### src/rtl/mult_stage_pipe_pkg.sv
// ---------------------------------------------------------------------------
// mult_stage_pipe_pkg
//   Shared definitions for the multiply-stage pipeline: register-file width
//   defaults, the packed per-stage entry layout and a small helper that
//   normalises an entry before it is captured.
//
//   REG_SIZE / REG_ADDR are normally provided by the project-wide define.v;
//   the guarded fallbacks below keep this slice compilable on its own.
// ---------------------------------------------------------------------------
`ifndef REG_SIZE
`define REG_SIZE 32
`endif
`ifndef REG_ADDR
`define REG_ADDR 5
`endif

package mult_stage_pipe_pkg;

    localparam int ENTRY_DATA_W = `REG_SIZE;
    localparam int ENTRY_ADDR_W = `REG_ADDR;

    // One pipeline stage worth of state.
    typedef struct packed {
        logic                    valid;
        logic                    regwrite;
        logic [ENTRY_ADDR_W-1:0] dst;
        logic [ENTRY_DATA_W-1:0] result;
        logic                    zero;
        logic                    overflow;
    } stage_entry_t;

    // A bubble must never carry write permission, otherwise a stale
    // regwrite bit could raise a false hazard or leak out at retirement.
    function automatic stage_entry_t gate_entry(input stage_entry_t e);
        stage_entry_t g;
        g          = e;
        g.regwrite = e.valid & e.regwrite;
        return g;
    endfunction

endpackage

### src/rtl/mult_stage_reg.sv
// ---------------------------------------------------------------------------
// mult_stage_reg
//   A single pipeline entry register with enable and flush.
//   Priority: reset > flush > we > hold.
//
//   Ports:
//     clk    - rising-edge clock
//     reset  - synchronous, active-high; clears the whole entry
//     we     - advance enable; 0 holds the entry unchanged
//     flush  - clears valid/regwrite; data fields are left as they are
//     d      - entry presented for capture
//     q      - registered entry
// ---------------------------------------------------------------------------
module mult_stage_reg
    import mult_stage_pipe_pkg::*;
(
    input  logic         clk,
    input  logic         reset,
    input  logic         we,
    input  logic         flush,
    input  stage_entry_t d,
    output stage_entry_t q
);

    // NOTE: sequential state uses non-blocking assignments so every stage
    // samples its neighbour's pre-edge value; blocking here would let an
    // entry ripple through several stages in one clock.
    always_ff @(posedge clk) begin
        if (reset) begin
            // NOTE: data fields are reset too, not just the control bits,
            // because the registered outputs must read 0 right after reset.
            q <= '0;
        end else if (flush) begin
            q.valid    <= 1'b0;
            q.regwrite <= 1'b0;
        end else if (we) begin
            q <= gate_entry(d);
        end
    end

endmodule

### src/rtl/mult_stage_pipe.sv
// ---------------------------------------------------------------------------
// mult_stage_pipe
//   DEPTH-stage shift pipeline carrying multiply results toward write-back,
//   with a register-hazard query for the decode stage and a live count of
//   valid stages.
//
//   Parameters:
//     DEPTH  - number of stages (1..8)
//     DATA_W - result width
//     ADDR_W - register address width
//
//   Ports:
//     clk, reset                  - clock, synchronous active-high reset
//     we                          - advance enable (0 = whole pipe holds)
//     flush                       - drop every in-flight entry
//     in_valid, regwrite_in,
//     wreg_in, result_in,
//     zero_in, overflow_in        - entry entering stage 0
//     src_a, src_b                - decode-stage source registers
//     out_valid, regwrite_out,
//     result_out, dst_reg,
//     zero, overflow              - registered last-stage fields
//     hazard_a, hazard_b          - src_x is a pending write destination
//     occupancy                   - number of valid stages
// ---------------------------------------------------------------------------
`ifndef REG_SIZE
`define REG_SIZE 32
`endif
`ifndef REG_ADDR
`define REG_ADDR 5
`endif

module mult_stage_pipe
    import mult_stage_pipe_pkg::*;
#(
    parameter int DEPTH  = 3,
    parameter int DATA_W = `REG_SIZE,
    parameter int ADDR_W = `REG_ADDR
) (
    input  logic                       clk,
    input  logic                       reset,
    input  logic                       we,
    input  logic                       flush,
    input  logic                       in_valid,
    input  logic                       regwrite_in,
    input  logic [ADDR_W-1:0]          wreg_in,
    input  logic [DATA_W-1:0]          result_in,
    input  logic                       zero_in,
    input  logic                       overflow_in,
    input  logic [ADDR_W-1:0]          src_a,
    input  logic [ADDR_W-1:0]          src_b,
    output logic                       out_valid,
    output logic                       regwrite_out,
    output logic [DATA_W-1:0]          result_out,
    output logic [ADDR_W-1:0]          dst_reg,
    output logic                       zero,
    output logic                       overflow,
    output logic                       hazard_a,
    output logic                       hazard_b,
    output logic [$clog2(DEPTH+1)-1:0] occupancy
);

    localparam int OCC_W = $clog2(DEPTH + 1);

    stage_entry_t head_entry;
    stage_entry_t stage_q [DEPTH];
    stage_entry_t last_q;

    assign head_entry = '{
        valid:    in_valid,
        regwrite: regwrite_in,
        dst:      wreg_in,
        result:   result_in,
        zero:     zero_in,
        overflow: overflow_in
    };

    // Stage 0 captures the inputs; every later stage captures its
    // predecessor. DEPTH=1 collapses to a single enabled register.
    for (genvar k = 0; k < DEPTH; k++) begin : g_stage
        if (k == 0) begin : g_head
            mult_stage_reg u_reg (
                .clk   (clk),
                .reset (reset),
                .we    (we),
                .flush (flush),
                .d     (head_entry),
                .q     (stage_q[k])
            );
        end else begin : g_body
            mult_stage_reg u_reg (
                .clk   (clk),
                .reset (reset),
                .we    (we),
                .flush (flush),
                .d     (stage_q[k-1]),
                .q     (stage_q[k])
            );
        end
    end

    assign last_q       = stage_q[DEPTH-1];
    assign out_valid    = last_q.valid;
    assign regwrite_out = last_q.valid & last_q.regwrite;
    assign result_out   = last_q.result;
    assign dst_reg      = last_q.dst;
    assign zero         = last_q.zero;
    assign overflow     = last_q.overflow;

    // Any in-flight write to a non-zero source register is a hazard;
    // register 0 is hard-wired and never pending.
    always_comb begin
        // NOTE: both outputs get a default before the loop so no path
        // leaves them unassigned, which would infer a latch.
        hazard_a = 1'b0;
        hazard_b = 1'b0;
        for (int k = 0; k < DEPTH; k++) begin
            if (stage_q[k].valid && stage_q[k].regwrite) begin
                if (src_a != '0 && stage_q[k].dst == src_a) hazard_a = 1'b1;
                if (src_b != '0 && stage_q[k].dst == src_b) hazard_b = 1'b1;
            end
        end
    end

    // Counter tracks the valid-bit population without a popcount: an
    // advance adds the incoming entry and removes the retiring one.
    always_ff @(posedge clk) begin
        if (reset || flush) begin
            occupancy <= '0;
        end else if (we) begin
            if (in_valid && !last_q.valid) begin
                occupancy <= occupancy + OCC_W'(1);
            end else if (!in_valid && last_q.valid) begin
                occupancy <= occupancy - OCC_W'(1);
            end
        end
    end

endmodule

### config.mk
export PLATFORM = sky130hd
export DESIGN_NAME = mult_stage_pipe
export DESIGN_NICKNAME = d
export VERILOG_FILES = /design/src/rtl/mult_stage_pipe_pkg.sv /design/src/rtl/mult_stage_reg.sv /design/src/rtl/mult_stage_pipe.sv
export SDC_FILE = /design/constraint.sdc
export NUM_CORES = 1
export LEC_CHECK = 0
export BUFFER_PORTS_ARGS = -buffer_cell sky130_fd_sc_hd__buf_2
export CAP_MARGIN = 5
export CORE_ASPECT_RATIO = 0.5
export CORE_UTILIZATION = 50
export DETAILED_ROUTE_END_ITERATION = 12
export MAX_ROUTING_LAYER = met4
export PLACE_DENSITY = 0.8
export SLEW_MARGIN = 20
export SYNTH_ARGS = -nofsm -noshare
export SYNTH_HDL_FRONTEND = slang
export SYNTH_SLANG_ARGS = --single-unit
### constraint.sdc
create_clock -name clk -period 1.7 [get_ports clk]
set_input_delay 0.085 -clock clk [delete_from_list [all_inputs] [get_ports clk]]
set_output_delay 0.085 -clock clk [all_outputs]
set_load 0.02 [all_outputs]
== Word-level counts from Yosys, hierarchy flattened ==
Index checks and enable logic that the tools add are counted.

* Add/subtract/negate cells: 2
* Equal/unequal tests: 6
* Mux-type cells: 14
* Bitwise logic cells: 5
* Reduce and logical (&&, ||, !) cells: 20

{| class="wikitable"
|+ Operators with widths
! kind !! count
|-
| $eq A5 B5 Y1 || 6
|-
| $mux W1 || 12
|-
| $logic_and A1 B1 Y1 || 11
|-
| $reduce_bool A5 Y1 || 2
|-
| $and A1 B1 Y1 || 4
|-
| $mux W2 || 2
|-
| $reduce_and A2 Y1 || 2
|-
| $add A2 B1 Y2 const B || 1
|-
| $logic_not A1 Y1 || 2
|-
| $reduce_bool A2 Y1 || 1
|-
| $reduce_or A2 Y1 || 1
|-
| $sub A2 B1 Y2 const B || 1
|-
| $logic_or A1 B1 Y1 || 1
|-
| $not A1 Y1 || 1
|}

* Register bits: 125
* Input bits: 55
* Output and inout port bits: 45

== Logic depth before layout (Yosys ltp) ==
Gate-level depths: netlist (run 1).

* Depth after elaboration: 8
* Gate-level depth with buffers: 6

== Modules after synthesis ==
From an unflattened synthesis (run 1), not the netlist that was laid out.

* Cells, all modules: 595
* Area, all modules: 4742.0 µm²

{| class="wikitable"
|+ By module, submodules not included
! module !! times used !! cells each !! area an instance (µm²) !! sequential area each (µm²)
|-
| mult_stage_reg || 3 || 178 || 1418.9 || 820.8
|-
| mult_stage_pipe || 1 || 61 || 485.5 || 40.0
|}

== Least setup slack after synthesis (run 1) ==
Ideal clock, no wire load.

* Path type: register to output
* Start: register g_stage[2].g_body.u_reg.q[40] (netlist name)
* End: output hazard_a
* Arrival time: 1.546 ns
* Slack: 0.069 ns
* Cell stages (with the launch flop): 5
* Buffers on the path: 0
* Cells stage by stage: dfxtp_1 nand2_1 a221oi_2 or4b_1 a21oi_1

* Longest elaborated chain between the ends: 2

{| class="wikitable"
|+ Ends and longest elaborated chain
! element !! line !! text
|-
| start: declaration || mult_stage_reg.sv:22 || <nowiki>output stage_entry_t q</nowiki>
|-
| start signal: assignment || mult_stage_reg.sv:37 || <nowiki>q <= gate_entry(d);</nowiki>
|-
| $logic_and A1 B1 Y1 || mult_stage_pipe.sv:118 || <nowiki>if (stage_q[k].valid && stage_q[k].regwrite) begin</nowiki>
|-
| $mux W1 || mult_stage_pipe.sv:118 ||
|-
| end: declaration || mult_stage_pipe.sv:58 || <nowiki>output logic hazard_a,</nowiki>
|}

No other way between the ends.

== Worst setup path after layout (run 1) ==
* Start: register g_stage[2].g_body.u_reg.q[34] (netlist name)
* End: output hazard_a

* Longest elaborated chain between the ends: 4

{| class="wikitable"
|+ Ends and longest elaborated chain
! element !! line !! text
|-
| $eq A5 B5 Y1 || mult_stage_pipe.sv:119 || <nowiki>if (src_a != '0 && stage_q[k].dst == src_a) hazard_a = 1'b1;</nowiki>
|-
| $logic_and A1 B1 Y1 || mult_stage_pipe.sv:119 ||
|-
| $mux W1 || mult_stage_pipe.sv:119 ||
|-
| $mux W1 || mult_stage_pipe.sv:118 ||
|}

No other way between the ends.

==> metrics.txt, run 1 <==
Max Cap Violations=0; CTS Sinks=125; clock slew at reported path FFs=0.05 ns; Post-synth ARST share=0; DRT iter0 DRCs=207; most common library cells after synthesis=236 x nand2_1, 125 x dfxtp_1, 122 x a21oi_1; worst vdd ir=0.9128 mV; top_reg_cell synth=dfxtp_1; post-synthesis register bit count=125; area leader, netlist=dfxtp_1; GPL Wtd Cong=0.9657; cell area after layout=0.006489 mm²; Slew HR=0.6704; GRT Util Overall=0.2176; measured slew at the worst slew-check pin=0.4934 ns; clk buf depth=2; RR Startpoint=g_stage[2].g_body.u_reg.q[40]; antenna-violating nets left=0; Post-synth EDFFs=0; post-synth design cell area=0.004981 mm²; Die X=143.2 µm; n_diodes=0; Fill cells=809; Setup crit end kind=output pin; Top Metal Used=met4; total die area=0.01039 mm²; synth top area cells=dfxtp_1 50%, nand2_1 18%, a21oi_1 12%, buf_4 5.6%, xnor2_1 4.0%; Crit Path Max Fanout=4; Reg2Reg Setup Slack=0.45 ns; Fin. Hold Viols=0; Fin Hold WS=0.07366 ns; crit share post-route=1.114; area of the multi-input gates=0.002049 mm²; Setup Buffers After CTS=0; Num CTS Buffers=17; register area share after synthesis=0.5024; CP Buf/Inv Count=1; hpwl dp=6786 µm; r2r worst-path depth=6; wire length on met3=428 µm; Mapped Cells=633; via count=4282; Netlist cell types=26; TritonCTS clock tree=built; Worst-Skew Late Latency=0.39 ns; Synth top area share=0.5024; nets@finish=788; unrepaired setup endpoints after global routing=yes; Leakage=2.548 nW; final setup slack of the worst path=-0.1936 ns; Crit path max-delay family=simple AND/OR/NAND/NOR gates; H-tree levels=4; initial antenna violation count=0; min-delay src=reset; P&R area growth vs syn=30.27%; Remaining DRCs=0; final-report max-slew violation count=0; vias in the first global route=3886; total grt overflow=0; Final Skew=0.006151 ns; largest net degree at the start of global routing=35; WL met1=4946 µm; share of layout cells above drive strength 1=0.2174; end-of-flow core utilization=0.6779; Critical Path, Cell by Cell=xnor2_2 > o221ai_1 > or4b_4 > a21oi_2 > buf_4; Final Critical Period=1.894 ns; Initial DRT Pass Iterations=4; failing checks=setup timing; end of the worst register-to-register path=occupancy[1]; Setup Crit Path Kind=reg -> out; worst hold endpoint=g_stage[2].g_body.u_reg.q[21]; metal2 WL=5157 µm; CP peak stage delay=0.50 ns; worst min path class=in -> reg; # IOs=100; Die Y=72.58 µm; outcome=finished, violations left; Ys Warns=0; placed standard-cell area=0.005431 mm²; most frequent cell after synthesis=nand2_1; first-pass GRT wire length=17320 µm; Clock Root Buffer=clkbuf_16; PD cells=1104 mW/mm²; core footprint=0.009572 mm²; Initial Util=0.5204; FF+latch area=0.002510 mm²; startpoint types=flip-flop; hold path cells=2; Vias/cell=4.866; Avg Cell Area, Syn=7.869 µm²; row cnt=25; Tot Pwr=0.007164 W; wire per inst=12.08 µm; WL final=10630 µm; required time worst endpoint=1.62 ns; syn nets=689; final setup fails=2; f_max=528.1 MHz; Crit-path slowest cell=or4b_4; port bufs=99; Critical Path AT=1.81 ns; setup_tns=-0.3199 ns
## layout make-up
type,instances,area share
flip-flops and latches,125,0.3868
multi-input cells,426,0.3159
repair buffers,158,0.1751
clock buffers,18,0.06768
clock inverters,14,0.02622
well taps,135,0.02603
inverters,4,0.002314
## per-layer routing
| metal | global-route usage | up-vias |
|---|---|---|
| li1 | - | 2201 |
| met1 | 0.2635 | 1981 |
| met2 | 0.3604 | 89 |
| met3 | 0.05643 | 11 |
| met4 | 0.06332 | 0 |
| met5 | - | - |
## kinds of logic after synthesis
| family | count (synthesis) | share of synthesized area |
|---|---|---|
| AOI/OAI and AO/OA | 126 | 0.1311 |
| adders and majority gates | 1 | 0.002512 |
| xor gates and xnor gates | 31 | 0.05451 |
| muxes | 3 | 0.006029 |
| buffers and inverters | 82 | 0.09269 |
| DFF | 125 | 0.5024 |
| and+or+nand+nor | 265 | 0.2108 |
## through the flow
stage	setup slack, ns	cells
2_1_floorplan	0.06871	633
3_3_place_gp	0.2094	806
3_5_place_dp	0.1654	806
4_1_cts	-0.2112	880
5_1_grt	-0.2853	880
6_report	-0.1936	880
## timing repair
| action | in CTS | in global routing |
|---|---|---|
| hold endpoints to repair | 41 | 0 |
| hold buffers | 42 | 0 |
| resized for setup | 6 | 4 |
| pin swaps | 0 | 2 |
| setup endpoints to repair | 2 | 2 |
## how the worst max path moves through the flow
stage	from	endpoint	slack (ns)	depth (start not counted)
2_1_floorplan	g_stage[2].g_body.u_reg.q[40]	hazard_a	0.07	4
3_3_place_gp	g_stage[2].g_body.u_reg.q[34]	hazard_a	0.21	5
3_5_place_dp	g_stage[2].g_body.u_reg.q[34]	hazard_a	0.17	5
4_1_cts	g_stage[2].g_body.u_reg.q[34]	hazard_a	-0.21	5
5_1_grt	g_stage[2].g_body.u_reg.q[34]	hazard_a	-0.29	5
6_report	g_stage[2].g_body.u_reg.q[34]	hazard_a	-0.19	5
## power by group
part | internal (W) | total [W] | switching (W) | leakage (nW)
clock network | 0.00235 | 0.00362 | 0.00128 | 0.300
logic | 0.000243 | 0.000506 | 0.000263 | 1.23
registers | 0.00300 | 0.00304 | 0.0000413 | 1.02
total | 0.00558 | 0.00716 | 0.00158 | 2.55
## sequential cells by signal, indices dropped and copies added (netlist names)
name and flops:
g_stage.g_body.u_reg.q 82, g_stage.g_head.u_reg.q 41, occupancy 2
## worst register-to-register path, delay by kind of cell (launching register included)
family	cells	cell delay [ns]
flip-flops	1	0.35
adder cells (fa/ha/maj)	1	0.26
AND/OR/NAND/NOR	3	0.35
XOR/XNOR	1	0.14
buffers and inverters	1	0.05
## placed cells by master, fill, tap and decap left out, drive strengths merged
cell type      n
or4            2
inv            4
nor2b          2
o32a           1
nor4           1
dfxtp        125
dlygate4sd3   42
xnor2         23
o221ai         1
nand3          6
ha             1
a21oi        122
or4b           1
buf          116
clkinvlp       1
clkbuf        18
nor2           7
clkinv        10
nand4          5
o22a           1
bufinv         3
xor2           8
mux2i          3
a221oi         1
nand2b         4
nand2        236
or2            1
(Power assumes the default switching activity.)
==> inputs of run 2 (changes only) <==
--- a/config.mk
+++ b/config.mk
@@ -7,11 +7,14 @@
 export LEC_CHECK = 0
 export BUFFER_PORTS_ARGS = -buffer_cell sky130_fd_sc_hd__buf_2
 export CAP_MARGIN = 5
+export CELL_PAD_IN_SITES_DETAIL_PLACEMENT = 1
+export CELL_PAD_IN_SITES_GLOBAL_PLACEMENT = 1
 export CORE_ASPECT_RATIO = 0.5
-export CORE_UTILIZATION = 50
+export CORE_UTILIZATION = 40
 export DETAILED_ROUTE_END_ITERATION = 12
 export MAX_ROUTING_LAYER = met4
-export PLACE_DENSITY = 0.8
+export PLACE_DENSITY = 0.85
+export SKIP_CTS_REPAIR_TIMING = 1
 export SLEW_MARGIN = 20
 export SYNTH_ARGS = -nofsm -noshare
 export SYNTH_HDL_FRONTEND = slang
==> run 2 against run 1 <==
  * Power up 0.33%
  * Flip-flop and latch count unchanged
  * The flow still finishes with violations (setup timing)
  * Largest power group unchanged
  * Critical path type unchanged
  * First-iteration DRC count up 5.3%
==> metrics.txt, run 2 (same netlist as run 1, synthesis figures left out) <==
outcome=finished, violations left; failing checks=setup timing; critical path startpoint=g_stage[2].g_body.u_reg.q[34]; Fill cells=1483; H-tree levels=4; PD cells=1118 mW/mm²; Setup crit end=hazard_a; Num CTS Buffers=17; CP peak stage delay=0.50 ns; Fin. Hold Viols=0; crit share post-route=1.127; end of the worst register-to-register path=occupancy[1]; hpwl dp=7468 µm; Initial DRT Pass Iterations=4; Initial Util=0.4157; required time worst endpoint=1.62 ns; Seq pwr share=0.422; max reg flops=82; P&R area growth vs syn=29.09%; nets@finish=778; Reg2Reg Setup Slack=0.47 ns; unrepaired setup endpoints after global routing=yes; initial antenna violation count=0; Clk pwr share=0.510; pre-CTS setup slack=0.1954 ns; Biggest register=g_stage.g_body.u_reg.q; WL final=12540 µm; Critical Path, Cell by Cell=xnor2_1 > o221ai_1 > or4b_1 > a21oi_2 > buf_4; area of the multi-input gates=0.002064 mm²; Die Y=80.91 µm; f_max=522.0 MHz; most common cell after layout, fill and taps aside=nand2_1; biggest regs=g_stage.g_body.u_reg.q: 82 flops, g_stage.g_head.u_reg.q: 41 flops, occupancy: 2 flops; DRT iter0 DRCs=218; Worst-Skew Late Latency=0.41 ns; Crit-path slowest cell=or4b_1; end-of-flow core utilization=0.5367; Tot Pwr=0.007188 W; Final Critical Period=1.916 ns; CTS Sinks=125; Final Skew=0.008644 ns; Vias/cell=4.818; clock slew at reported path FFs=0.06 ns; r2r worst-path depth=6; Setup Crit Path Kind=reg -> out; core footprint=0.01198 mm²; Leakage=2.483 nW; first-pass GRT wire length=19060 µm; Die X=159.8 µm; via count=4336; Slew HR=0.6945; measured slew at the worst slew-check pin=0.4582 ns; TritonCTS clock tree=built; port bufs=99; final setup slack of the worst path=-0.2158 ns; largest net degree at the start of global routing=91; min-delay src=we; Int Pwr=0.005523 W; row cnt=28; Max Cap Violations=0; startpoint types=flip-flop; worst vdd ir=0.5751 mV; n_diodes=0; Setup crit end kind=output pin; commonest cells after routing, fill and taps aside=235 x nand2_1, 120 x a21oi_1, 118 x dfxtp_1; antenna-violating nets left=0; Crit Path Max Fanout=4; sw frac=0.2316; post-placement cell count=825; total die area=0.01293 mm²; wire per inst=13.93 µm; vias in the first global route=3905; GPL Wtd Cong=0.8756; RR Startpoint=g_stage[2].g_body.u_reg.q[40]; worst min path class=in -> reg; Remaining DRCs=0; Psw=0.001665 W; Critical Path AT=1.83 ns; Non-Filler Instances=900; clk buf depth=2; # IOs=100; FF+latch area=0.002519 mm²; final setup fails=2; Clock Root Buffer=clkbuf_16; Comb power frac=0.068; GRT Util Overall=0.1930; final-report max-slew violation count=0; share of layout cells above drive strength 1=0.2109; total grt overflow=0
[run 2: layout make-up]
type,count,share of cell area
Tap cell,165,0.03211
Clock buffer,19,0.06733
Timing Repair Buffer,148,0.1596
Sequential cell,125,0.3917
Inverter,4,0.002335
Multi-Input combinational cell,426,0.3211
Clock inverter,13,0.02588
[run 2: worst max-delay path: cells and delay by family (launching register included)]
| kind | cells | cell delay [ns] |
|---|---|---|
| and+or+nand+nor | 1 | 0.50 |
| xor gates and xnor gates | 1 | 0.17 |
| buffers and inverters | 1 | 0.14 |
| AOI/OAI and AO/OA | 2 | 0.27 |
| DFF | 1 | 0.34 |
[run 2: worst min path at each step]
stage	depth (start not counted)	to	slack, ns
after floorplan	2	g_stage[0].g_head.u_reg.q[0]	0.22
after global routing	3	g_stage[2].g_body.u_reg.q[39]	0.07
after CTS	3	g_stage[0].g_head.u_reg.q[15]	-0.10
after global placement	3	g_stage[0].g_head.u_reg.q[13]	0.33
final	3	g_stage[2].g_body.u_reg.q[39]	0.06
after detailed placement	3	g_stage[0].g_head.u_reg.q[8]	0.33
[run 2: stage by stage]
stage	setup TNS, ns	hold WS, ns	instance area (µm²)
3_5_place_dp	0	0.3335	5349
4_1_cts	-0.3960	-0.1029	5948
3_3_place_gp	0	0.3260	5349
6_report	-0.2955	0.06335	6430
5_1_grt	-0.4681	0.06968	6430
2_1_floorplan	0	0.2210	4981
[run 2: metal layers]
metal,track usage,vias to the layer above,wire (µm)
li1,-,2183,-
met1,0.2353,2076,5873
met2,0.3122,65,6167
met3,0.04750,12,353
met4,0.07619,0,144
met5,-,-,0
[run 2: power by group through the flow]
| stage | Clock [W] | Combinational [W] | Sequential (W) |
|---|---|---|---|
| after floorplan | 0 | 0.000256 | 0.00309 |
| after global placement | 0 | 0.000401 | 0.00310 |
| after detailed placement | 0 | 0.000410 | 0.00310 |
| after CTS | 0.00376 | 0.000414 | 0.00304 |
| after global routing | 0.00389 | 0.000542 | 0.00304 |
| final | 0.00366 | 0.000492 | 0.00303 |
==> inputs of run 3 (changes only) <==
--- a/config.mk
+++ b/config.mk
@@ -11,6 +11,7 @@
 export CELL_PAD_IN_SITES_GLOBAL_PLACEMENT = 1
 export CORE_ASPECT_RATIO = 0.5
 export CORE_UTILIZATION = 40
+export CTS_CLUSTER_DIAMETER = 100
 export DETAILED_ROUTE_END_ITERATION = 12
 export MAX_ROUTING_LAYER = met4
 export PLACE_DENSITY = 0.85
==> constraint.sdc (replaced) <==
create_clock -name clk -period 1.7 [get_ports clk]
set_input_delay 0.34 -clock clk [delete_from_list [all_inputs] [get_ports clk]]
set_output_delay 0.34 -clock clk [all_outputs]
set_load 0.02 [all_outputs]
==> run 3 against run 2 <==
  * The flow still finishes with violations (setup timing)
  * Sequential share of layout area grew 1.4 points
  * Wire length shrank 3.4%
  * Worst setup slack lost 0.22 ns
  * Fmax shrank 10%
  * Non-clock buffer count shrank 25
  * Combinational power shrank 11%
  * Die area is the same
  * Critical path depth is the same
  * Clock power grew 4%
  * First-iteration DRC count shrank 36%
  * Hold slack gained 0.11 ns
  * Critical endpoint unchanged
  * Largest cell class unchanged
==> metrics.txt, run 3 (same netlist as run 1, synthesis figures left out) <==
r2r worst-path depth=7; row cnt=28; commonest cells after routing, fill and taps aside=235 x nand2_1, 121 x a21oi_1, 121 x dfxtp_1; CP peak stage delay=0.51 ns; measured slew at the worst slew-check pin=0.3310 ns; Setup Crit Path Kind=reg -> out; n_diodes=0; Worst-Skew Late Latency=0.40 ns; FF+latch area=0.002507 mm²; antenna-violating nets left=0; most common cell after layout, fill and taps aside=nand2_1; max reg flops=82; startpoint types=flip-flop; via count=4204; Die X=159.8 µm; final setup slack of the worst path=-0.4387 ns; Final Critical Period=2.139 ns; end of the worst register-to-register path=occupancy[1]; Vias/cell=4.805; unrepaired setup endpoints after global routing=yes; H-tree levels=4; worst min path class=in -> reg; end-of-flow core utilization=0.5155; RR Startpoint=g_stage[2].g_body.u_reg.q[40]; crit share post-route=1.258; total grt overflow=0; clk buf depth=2; Crit-path slowest cell=or4b_4; total die area=0.01293 mm²; Crit Path Max Fanout=2; Max Cap Violations=0; first-pass GRT wire length=19800 µm; share of layout cells above drive strength 1=0.2380; Critical Path, Cell by Cell=xnor2_1 > o221ai_1 > or4b_4 > a21oi_4 > buf_4; required time worst endpoint=1.36 ns; setup_tns=-0.8739 ns; GRT Util Overall=0.1994; hpwl dp=7743 µm; Num CTS Buffers=17; GPL Wtd Cong=0.8779; Biggest register=g_stage.g_body.u_reg.q; Die Y=80.91 µm; CTS Sinks=125; largest net degree at the start of global routing=58; Remaining DRCs=0; P&R area growth vs syn=23.99%; core footprint=0.01198 mm²; nets@finish=753; final setup fails=2; final-report max-slew violation count=0; f_max=467.6 MHz; wire per inst=13.83 µm; TritonCTS clock tree=built; Final Skew=0.006856 ns; Fin Hold WS=0.1719 ns; Fin. Hold Viols=0; area of the multi-input gates=0.002063 mm²; Fill cells=1485; Leakage=2.406 nW; Setup crit end kind=output pin; vias in the first global route=4173; Slew HR=0.7775; WL final=12110 µm; biggest regs=g_stage.g_body.u_reg.q: 82 flops, g_stage.g_head.u_reg.q: 41 flops, occupancy: 2 flops; Critical Path AT=1.80 ns; # IOs=100; Clock Root Buffer=clkbuf_16; DRT iter0 DRCs=139; initial antenna violation count=0; outcome=finished, violations left; port bufs=99; Reg2Reg Setup Slack=0.36 ns; Setup crit end=hazard_a; failing checks=setup timing; worst vdd ir=0.6705 mV; Initial DRT Pass Iterations=4; clock slew at reported path FFs=0.06 ns; critical path startpoint=g_stage[2].g_body.u_reg.q[34]; PD cells=1176 mW/mm²; Initial Util=0.4157
-- run 3: cell type report --
class / instances / area share
clock buffers: 18 / 0.06949
clock inverters: 14 / 0.03120
repair buffers: 123 / 0.1234
flip-flops and latches: 125 / 0.4060
inverters: 4 / 0.002431
well taps: 165 / 0.03343
multi-input cells: 426 / 0.3341
-- run 3: per-layer routing --
metal  global-route usage  part of all wire
met1               0.2358              0.46
met2               0.3402              0.50
met3              0.04290             0.030
met4              0.07429             0.011
met5                    -                 0
-- run 3: metrics by stage --
stage / setup WS (ns) / cells / instance area, µm² / total power (W)
floorplan: 0.01393 / 633 / 4994 / 0.003348
global placement: -0.1561 / 843 / 5522 / 0.003520
detailed placement: -0.2091 / 843 / 5522 / 0.003537
CTS: -0.5340 / 875 / 6143 / 0.007345
global route: -0.5365 / 875 / 6176 / 0.007583
finish: -0.4387 / 875 / 6176 / 0.007263
-- run 3: how the worst min path moves through the flow --
stage                                                to  cells after the start                          start  slack, ns
after floorplan            g_stage[1].g_body.u_reg.q[0]                      2   g_stage[0].g_head.u_reg.q[0]       0.43
after global placement    g_stage[2].g_body.u_reg.q[33]                      2  g_stage[1].g_body.u_reg.q[33]       0.44
after detailed placement  g_stage[2].g_body.u_reg.q[27]                      2  g_stage[2].g_body.u_reg.q[27]       0.45
after CTS                 g_stage[0].g_head.u_reg.q[32]                      3                  result_in[30]       0.16
after global routing      g_stage[0].g_head.u_reg.q[32]                      3                  result_in[30]       0.17
final                     g_stage[0].g_head.u_reg.q[32]                      3                  result_in[30]       0.17
-- run 3: worst max-delay path: cells and delay by family (launching register included) --
kind | cells | cell delay [ns]
flip-flops | 1 | 0.34
XOR/XNOR | 1 | 0.15
AO/OA/AOI/OAI | 2 | 0.25
buffers and inverters | 1 | 0.14
AND/OR/NAND/NOR | 1 | 0.51
-- run 3: where the power goes --
part | internal (W) | leakage, nW | switching, W | total, W
logic | 0.000180 | 1.09 | 0.000261 | 0.000440
clock network | 0.00246 | 0.297 | 0.00133 | 0.00379
registers | 0.00300 | 1.01 | 0.0000420 | 0.00304
